### src/rtl/hilo_pkg.sv
// hilo_pkg: shared constants, operation encoding and decode helpers for the
// HI/LO special-register unit (hilo_acc / hilo_mul).
package hilo_pkg;

  localparam int OP_W        = 3;
  localparam int HILO_DATA_W = 32;

  // Operation encoding on op_code; all eight values are defined.
  typedef enum logic [OP_W-1:0] {
    OP_NOP     = 3'd0,
    OP_WR_BOTH = 3'd1,
    OP_WR_HI   = 3'd2,
    OP_WR_LO   = 3'd3,
    OP_MADD    = 3'd4,
    OP_MADDU   = 3'd5,
    OP_MSUB    = 3'd6,
    OP_MSUBU   = 3'd7
  } op_e;

  // True for the four multiply-accumulate operations.
  function automatic logic op_is_acc(input op_e op);
    return (op == OP_MADD) || (op == OP_MADDU) ||
           (op == OP_MSUB) || (op == OP_MSUBU);
  endfunction

  // True when the accumulate treats its operands as two's complement.
  function automatic logic op_is_signed(input op_e op);
    return (op == OP_MADD) || (op == OP_MSUB);
  endfunction

  // True when the accumulate subtracts the product from HI:LO.
  function automatic logic op_is_sub(input op_e op);
    return (op == OP_MSUB) || (op == OP_MSUBU);
  endfunction

  // True when the operation writes HI directly from hi_i.
  function automatic logic op_writes_hi(input op_e op);
    return (op == OP_WR_BOTH) || (op == OP_WR_HI);
  endfunction

  // True when the operation writes LO directly from lo_i.
  function automatic logic op_writes_lo(input op_e op);
    return (op == OP_WR_BOTH) || (op == OP_WR_LO);
  endfunction

endpackage

### src/rtl/hilo_mul.sv
// hilo_mul: stage 1 of the accumulate path. Forms the signed or unsigned
// DATA_W x DATA_W product and latches it with the subtract/valid flags.
module hilo_mul
  import hilo_pkg::*;
#(
  parameter int DATA_W = HILO_DATA_W
) (
  input  logic                  clk,
  input  logic                  rst,
  input  logic                  op_valid,
  input  logic [OP_W-1:0]       op_code,
  input  logic [DATA_W-1:0]     src_a,
  input  logic [DATA_W-1:0]     src_b,
  input  logic                  flush,
  output logic [2*DATA_W-1:0]   p_reg,
  output logic                  p_sub,
  output logic                  p_valid
);

  localparam int ACC_W = 2 * DATA_W;

  op_e              op;
  logic             accept;
  logic             sgn;
  logic [ACC_W-1:0] a_ext;
  logic [ACC_W-1:0] b_ext;
  logic [ACC_W-1:0] prod;

  assign op = op_e'(op_code);

  // Decode the operand extension and whether an accumulate enters stage 1.
  always_comb begin
    sgn    = op_is_signed(op);
    accept = op_valid && op_is_acc(op) && !flush;
  end

  // Extend both operands to the full product width; the truncated 2W-bit
  // product of the extended operands equals the signed or unsigned product.
  always_comb begin
    a_ext = sgn ? {{DATA_W{src_a[DATA_W-1]}}, src_a} : {{DATA_W{1'b0}}, src_a};
    b_ext = sgn ? {{DATA_W{src_b[DATA_W-1]}}, src_b} : {{DATA_W{1'b0}}, src_b};
    prod  = a_ext * b_ext;
  end

  // Stage-1 register: product and flags captured when an accumulate is accepted.
  always_ff @(posedge clk) begin
    if (rst) begin
      p_reg   <= '0;
      p_sub   <= 1'b0;
      p_valid <= 1'b0;
    end else begin
      p_valid <= accept;
      if (accept) begin
        p_reg <= prod;
        p_sub <= op_is_sub(op);
      end
    end
  end

endmodule

### src/rtl/hilo_acc.sv
// hilo_acc: HI/LO special registers with a two-stage multiply-accumulate path.
// Optional feature macro HILO_BYPASS_EN: when defined, hi_o/lo_o present the
// value to be committed at the next edge instead of the register contents.
module hilo_acc
  import hilo_pkg::*;
#(
  parameter int DATA_W = HILO_DATA_W
) (
  input  logic                cpu_clk_50M,
  input  logic                cpu_rst,
  input  logic                op_valid,
  input  logic [OP_W-1:0]     op_code,
  input  logic [DATA_W-1:0]   hi_i,
  input  logic [DATA_W-1:0]   lo_i,
  input  logic [DATA_W-1:0]   src_a,
  input  logic [DATA_W-1:0]   src_b,
  input  logic                flush,
  output logic                busy,
  output logic [DATA_W-1:0]   hi_o,
  output logic [DATA_W-1:0]   lo_o
);

  localparam int ACC_W = 2 * DATA_W;

  op_e               op;
  logic [DATA_W-1:0] hi_q;
  logic [DATA_W-1:0] lo_q;
  logic [DATA_W-1:0] hi_nxt;
  logic [DATA_W-1:0] lo_nxt;
  logic [ACC_W-1:0]  p_reg;
  logic              p_sub;
  logic              p_valid;
  logic [ACC_W-1:0]  acc_sum;

  assign op = op_e'(op_code);

  hilo_mul #(
    .DATA_W (DATA_W)
  ) u_mul (
    .clk      (cpu_clk_50M),
    .rst      (cpu_rst),
    .op_valid (op_valid),
    .op_code  (op_code),
    .src_a    (src_a),
    .src_b    (src_b),
    .flush    (flush),
    .p_reg    (p_reg),
    .p_sub    (p_sub),
    .p_valid  (p_valid)
  );

  // Stage-2 add/subtract of the latched product into HI:LO, modulo 2^(2W).
  always_comb begin
    if (p_sub) acc_sum = {hi_q, lo_q} - p_reg;
    else       acc_sum = {hi_q, lo_q} + p_reg;
  end

  // Merge: the stage-2 result lands first, then a same-cycle write overrides
  // only the half (or halves) it names, giving program order at one edge.
  always_comb begin
    hi_nxt = hi_q;
    lo_nxt = lo_q;
    if (p_valid) begin
      hi_nxt = acc_sum[ACC_W-1:DATA_W];
      lo_nxt = acc_sum[DATA_W-1:0];
    end
    if (op_valid && op_writes_hi(op)) hi_nxt = hi_i;
    if (op_valid && op_writes_lo(op)) lo_nxt = lo_i;
  end

  // HI/LO registers; reset discards everything, including a pending commit.
  always_ff @(posedge cpu_clk_50M) begin
    if (cpu_rst) begin
      hi_q <= '0;
      lo_q <= '0;
    end else begin
      hi_q <= hi_nxt;
      lo_q <= lo_nxt;
    end
  end

  // busy mirrors the stage-2 valid, which is already registered.
  always_comb begin
    busy = p_valid;
  end

`ifdef HILO_BYPASS_EN
  // Forward the value the next edge will commit; during reset that is zero.
  always_comb begin
    hi_o = cpu_rst ? '0 : hi_nxt;
    lo_o = cpu_rst ? '0 : lo_nxt;
  end
`else
  // Reads come straight from the registers; readers stall on busy.
  always_comb begin
    hi_o = hi_q;
    lo_o = lo_q;
  end
`endif

endmodule

### config.mk
export PLATFORM = sky130hd
export DESIGN_NAME = hilo_acc
export DESIGN_NICKNAME = d
export VERILOG_FILES = /design/src/rtl/hilo_pkg.sv /design/src/rtl/hilo_mul.sv /design/src/rtl/hilo_acc.sv
export SDC_FILE = /design/constraint.sdc
export NUM_CORES = 2
export LEC_CHECK = 0
export CORE_UTILIZATION = 40
export CTS_BUF_LIST = sky130_fd_sc_hd__clkbuf_4 sky130_fd_sc_hd__clkbuf_8
export DETAILED_ROUTE_END_ITERATION = 7
export GPL_TIMING_DRIVEN = 0
export PLACE_DENSITY = 0.54
export SYNTH_ARGS = -nofsm -noshare
export SYNTH_HDL_FRONTEND = slang
export SYNTH_HIERARCHICAL = 1
export SYNTH_SLANG_ARGS = --single-unit
### constraint.sdc
create_clock -name cpu_clk_50M -period 20.5 [get_ports cpu_clk_50M]
set_clock_uncertainty 0.15 [all_clocks]
set_input_delay 3.075 -clock cpu_clk_50M [delete_from_list [all_inputs] [get_ports cpu_clk_50M]]
set_output_delay 3.075 -clock cpu_clk_50M [all_outputs]
set_load 0.05 [all_outputs]
# Word-level counts from Yosys, hierarchy flattened
# Cells that the tools add are included.
# totals
register_bits	130
in_bits	135
output_inout_bits	65
# classes
muxes	7
n_eq_ne	7
n_mul	1
n_reduce_logical	14
n_addsub	2
# ops
cell	count
$mux 64	3
$mux 32	4
$add 64x64->64	1
$mul 64x64->64	1
$sub 64x64->64	1
$eq 3x3->1 const B	4
$logic_or 1x1->1	7
$eq 3x2->1 const B	2
$logic_and 1x1->1	4
$reduce_bool 2->1	2
$eq 3x1->1 const B	1
$logic_not 1->1	1

# Depth between registers and ports, before layout
# depth
depth_word	6
depth_mapped	36
ltp_nobuf	32

# Modules after synthesis
# Netlist, hierarchy kept.
# by_module_without_submodules
module	instances	area_each_um2	cells_per_inst
hilo_mul	1	49924.1	5404
hilo_acc	1	8074.0	1153

# Worst setup path after synthesis
# No wires, ideal clock.
# synth_timing
kind	input-to-reg
from	input op_code[0]
to	register u_mul.p_reg[63]
setup_ps	129
path_buffers	3
cell_stages	29
t_arrival_ps	11413
t_required_ps	20221
path_slack_ps	8808
cell_sequence	and3b_1 > clkbuf_1 > clkbuf_1 > nand2_1 > fa_1 > inv_1 > fa_1 > fa_1 > inv_1 > fa_1 > inv_1 > fa_1 > fa_1 > fa_1 > fa_1 > fa_1 > inv_1 > fa_1 > inv_1 > ha_1 > clkbuf_1 > a21oi_1 > o21ai_0 > a221o_1 > a21oi_1 > o221ai_1 > a221oi_1 > a211o_1 > a31oi_1
# synth_via
elab_chain_cells	6
elab_cells_between_ends	13
classes_between	1 x mul; 4 x eq/ne; 2 x mux; 6 x reduce/logical
# synth_lines
item	line	text
start, declared	hilo_acc.sv:12	input logic [OP_W-1:0] op_code,
parallel branches: the longest is 6 deep, another holds $mul 64x64->64	n/a	
end signal, assigned	hilo_mul.sv:54	p_reg <= prod;
end, declared	hilo_mul.sv:15	output logic [2*DATA_W-1:0] p_reg,
# Several ways; the timed one is not identified.
# A chain may end at the register's enable or synchronous reset.

# Final worst setup path
# layout_timing
from	input op_code[2]
to	register u_mul.p_reg[63]
# The elaborated chain is that of the path after synthesis.

==> flow_summary.toml <==
[drt]
drc_errors = 124
vias_per_cell = 5.31
firstDrtPassIters = 8
final_antenna_net_count = 0
drt-initial-drc-count = 4427
vias = 46100
wl_per_cell_um = 25.9
routed_wl_um = 225000

[die]
dieWidth_um = 383
io_pins = 200
core-area_mm2 = 0.144
dieArea_mm2 = 0.147
initial_utilization = 0.404
rows = 139
chipHeight_um = 383

[critical_path]
cp-endpoint = "u_mul/p_reg[63]"
startpoint = "op_code[2]"
cp_max_fo = 10
cp_num_buf_inv = 9
cp.depth = 30
path_common_cell = "fa_1"
r2r_cells = 20
r2r-start = "u_mul/p_reg[4]"
worst_ep_arrival_time_ps = 14810
setup.worst_path.end_class = "flop"
start_kind = "input port"
cp_slowest_cell = "fa_1"
path_delay_family = "adder cells"
path_class = "input port to flop"
r2r_slack_ps = 13680
cpPeakStageDelay_ps = 940
rr_endpoint = "hi_o[27]"
cp_data_required_time_ps = 20780

[hold_path]
hp-class = "flop to flop"

[synth]
synth_top_area_share = 0.490
synth_async_sr_flop_share = 0
syn-num-nets = 8489
syn_inst = 6557
yosysTopAreaCell = "fa_1"
synth_warnings = 6
yosysSeqAreaShare = 0.0449
ys.flop_type = "dfxtp_1"
avgSynthCellArea_um2 = 8.85
synth_area_leaders = "fa_1 (49%), inv_1 (10%), ha_1 (8.2%)"
synthDistinctLibCells = 97
ys_ff_latch = 130
synth_area_mm2 = 0.0580
synth_edf_count = 0

[clocking]
cts-hold-fix-buffers = 0
cts_buffers = 17
cts_setup_buffers = 0
worstSkewPairLatency_ps = 500
clkTransAtPathRegs_ps = 80
cts_buffer_depth = 2
cts_resized = 0
cts_root_buf = "clkbuf_8"
clkSinkCount = 130
cts_tree = "yes"
cts_max_level = 4

[placement]
gp_congestion = 1.04
port_buffers = 192
placed_cell_area_mm2 = 0.0623
dp_hpwl_um = 197000

[sta]
fin_crit_ps = 14520
setup_viol = 0
max_freq_ghz = 0.0689
hold_violations = 0
slew_headroom = -0.00243
final_max_slew_viol_count = 21
rsz0062_at_grt = "false"
hold-worst-slack_ps = 329
tightest_slew_ps = 1500
fin_crit_sh = 0.709
fin_setup_tns_ps = 0

[final_layout]
largest_reg_flops = 64
final_common_cell = "inv_1"
fillers = 14500
final_area_mm2 = 0.0628
area_growth_pct = 8.21
drive_above_1_share = 0.0146
final_cell_mix = "inv_1 (1578), fa_1 (1418), nand2_1 (931)"
final_nets = 8701

[flow_run]
maxCapViolCount = 2

[status]
violations = "DRC, capacitance limit, slew limit"
status = "finished with violations"

[grt]
grt_start_max_net_pins = 23
grt_pass1_vias = 48700
antenna_found_initial = 31
grt_pass1_wl_um = 329000
grt_overflow_total = 0
grt_usage = 0.311
==> cell families (layout without fill, tap and decap cells) <==
kind of cell             count (synthesis)  in the layout  share of synthesized area
other                                    0             12                          0
XOR/XNOR                               218            218                     0.0329
flip-flops                             130            130                     0.0449
adder cells (fa/ha/maj)               1798           1798                      0.572
AO/OA/AOI/OAI                          690            690                     0.0766
buffers and inverters                 1901           2125                      0.125
AND/OR/NAND/NOR                       1789           1789                      0.144
multiplexers                            31             31                    0.00537
==> worst min-delay path: stages (launching register included) <==
cell and delay (ps):
dfxtp_1 320, nand2_1 60, a21oi_1 60
==> Yosys cell counts (15+ instances only) <==
cell type and count:
fa_1 1419, or3_1 17, nor3_1 60, o21a_1 23, nand4_1 45, a21o_1 81
dfxtp_1 130, nor2_1 210, nand2_1 932, inv_1 1578, mux2i_1 30, and2_1 390
ha_1 378, o21bai_1 28, a31oi_1 23, xnor2_1 166, xor2_1 52, nor4_1 17
o21ai_0 116, a21oi_1 243, nand3_1 32, nor2b_1 15, clkbuf_1 283, a211oi_1 62
==> worst min path at each step <==
| stage | from | to | slack (ps) | cells past startpoint |
|---|---|---|---|---|
| after CTS | u_mul/p_reg[12] | u_mul/p_reg[12] | 330 | 2 |
| after global routing | u_mul/p_reg[22] | u_mul/p_reg[22] | 350 | 2 |
| after global placement | u_mul/p_reg[12] | u_mul/p_reg[12] | 300 | 2 |
| after floorplan | u_mul/p_reg[12] | u_mul/p_reg[12] | 280 | 2 |
| final | u_mul/p_reg[12] | u_mul/p_reg[12] | 330 | 2 |
| after detailed placement | u_mul/p_reg[12] | u_mul/p_reg[12] | 320 | 2 |
==> metrics by stage <==
step,setup slack [ps],cells,utilization
3_3_place_gp,5650,8652,0.434
4_1_cts,6120,8684,0.437
5_1_grt,5690,8687,0.437
6_report,5980,8696,0.437
3_5_place_dp,5580,8653,0.434
2_1_floorplan,8810,6557,-
==> metal layers <==
| metal | wire length, um | part of all wire | global-route usage |
|---|---|---|---|
| met5 | 164 | 0.00073 | 0 |
| met1 | 92500 | 0.41 | 0.415 |
| met3 | 21800 | 0.096 | 0.0619 |
| met2 | 99400 | 0.44 | 0.490 |
| met4 | 11600 | 0.052 | 0.138 |
==> area by class of cell <==
cell class                 instances  area (um^2)  share of cell area
antenna                           12         30.0            0.000478
buffer                           321         1330              0.0211
clock buffer                      22          297             0.00473
clock inverter                     9          105             0.00167
inverter                        1580         5930              0.0945
multi-input combinational       4526        48100               0.767
sequential                       130         2600              0.0415
tap                             1903         2380              0.0379
timing repair buffer             193         1940              0.0309
Power is left out: the tool's default activity adds up to more than one toggle a clock period on the data nets, which glitch-free logic cannot reach.
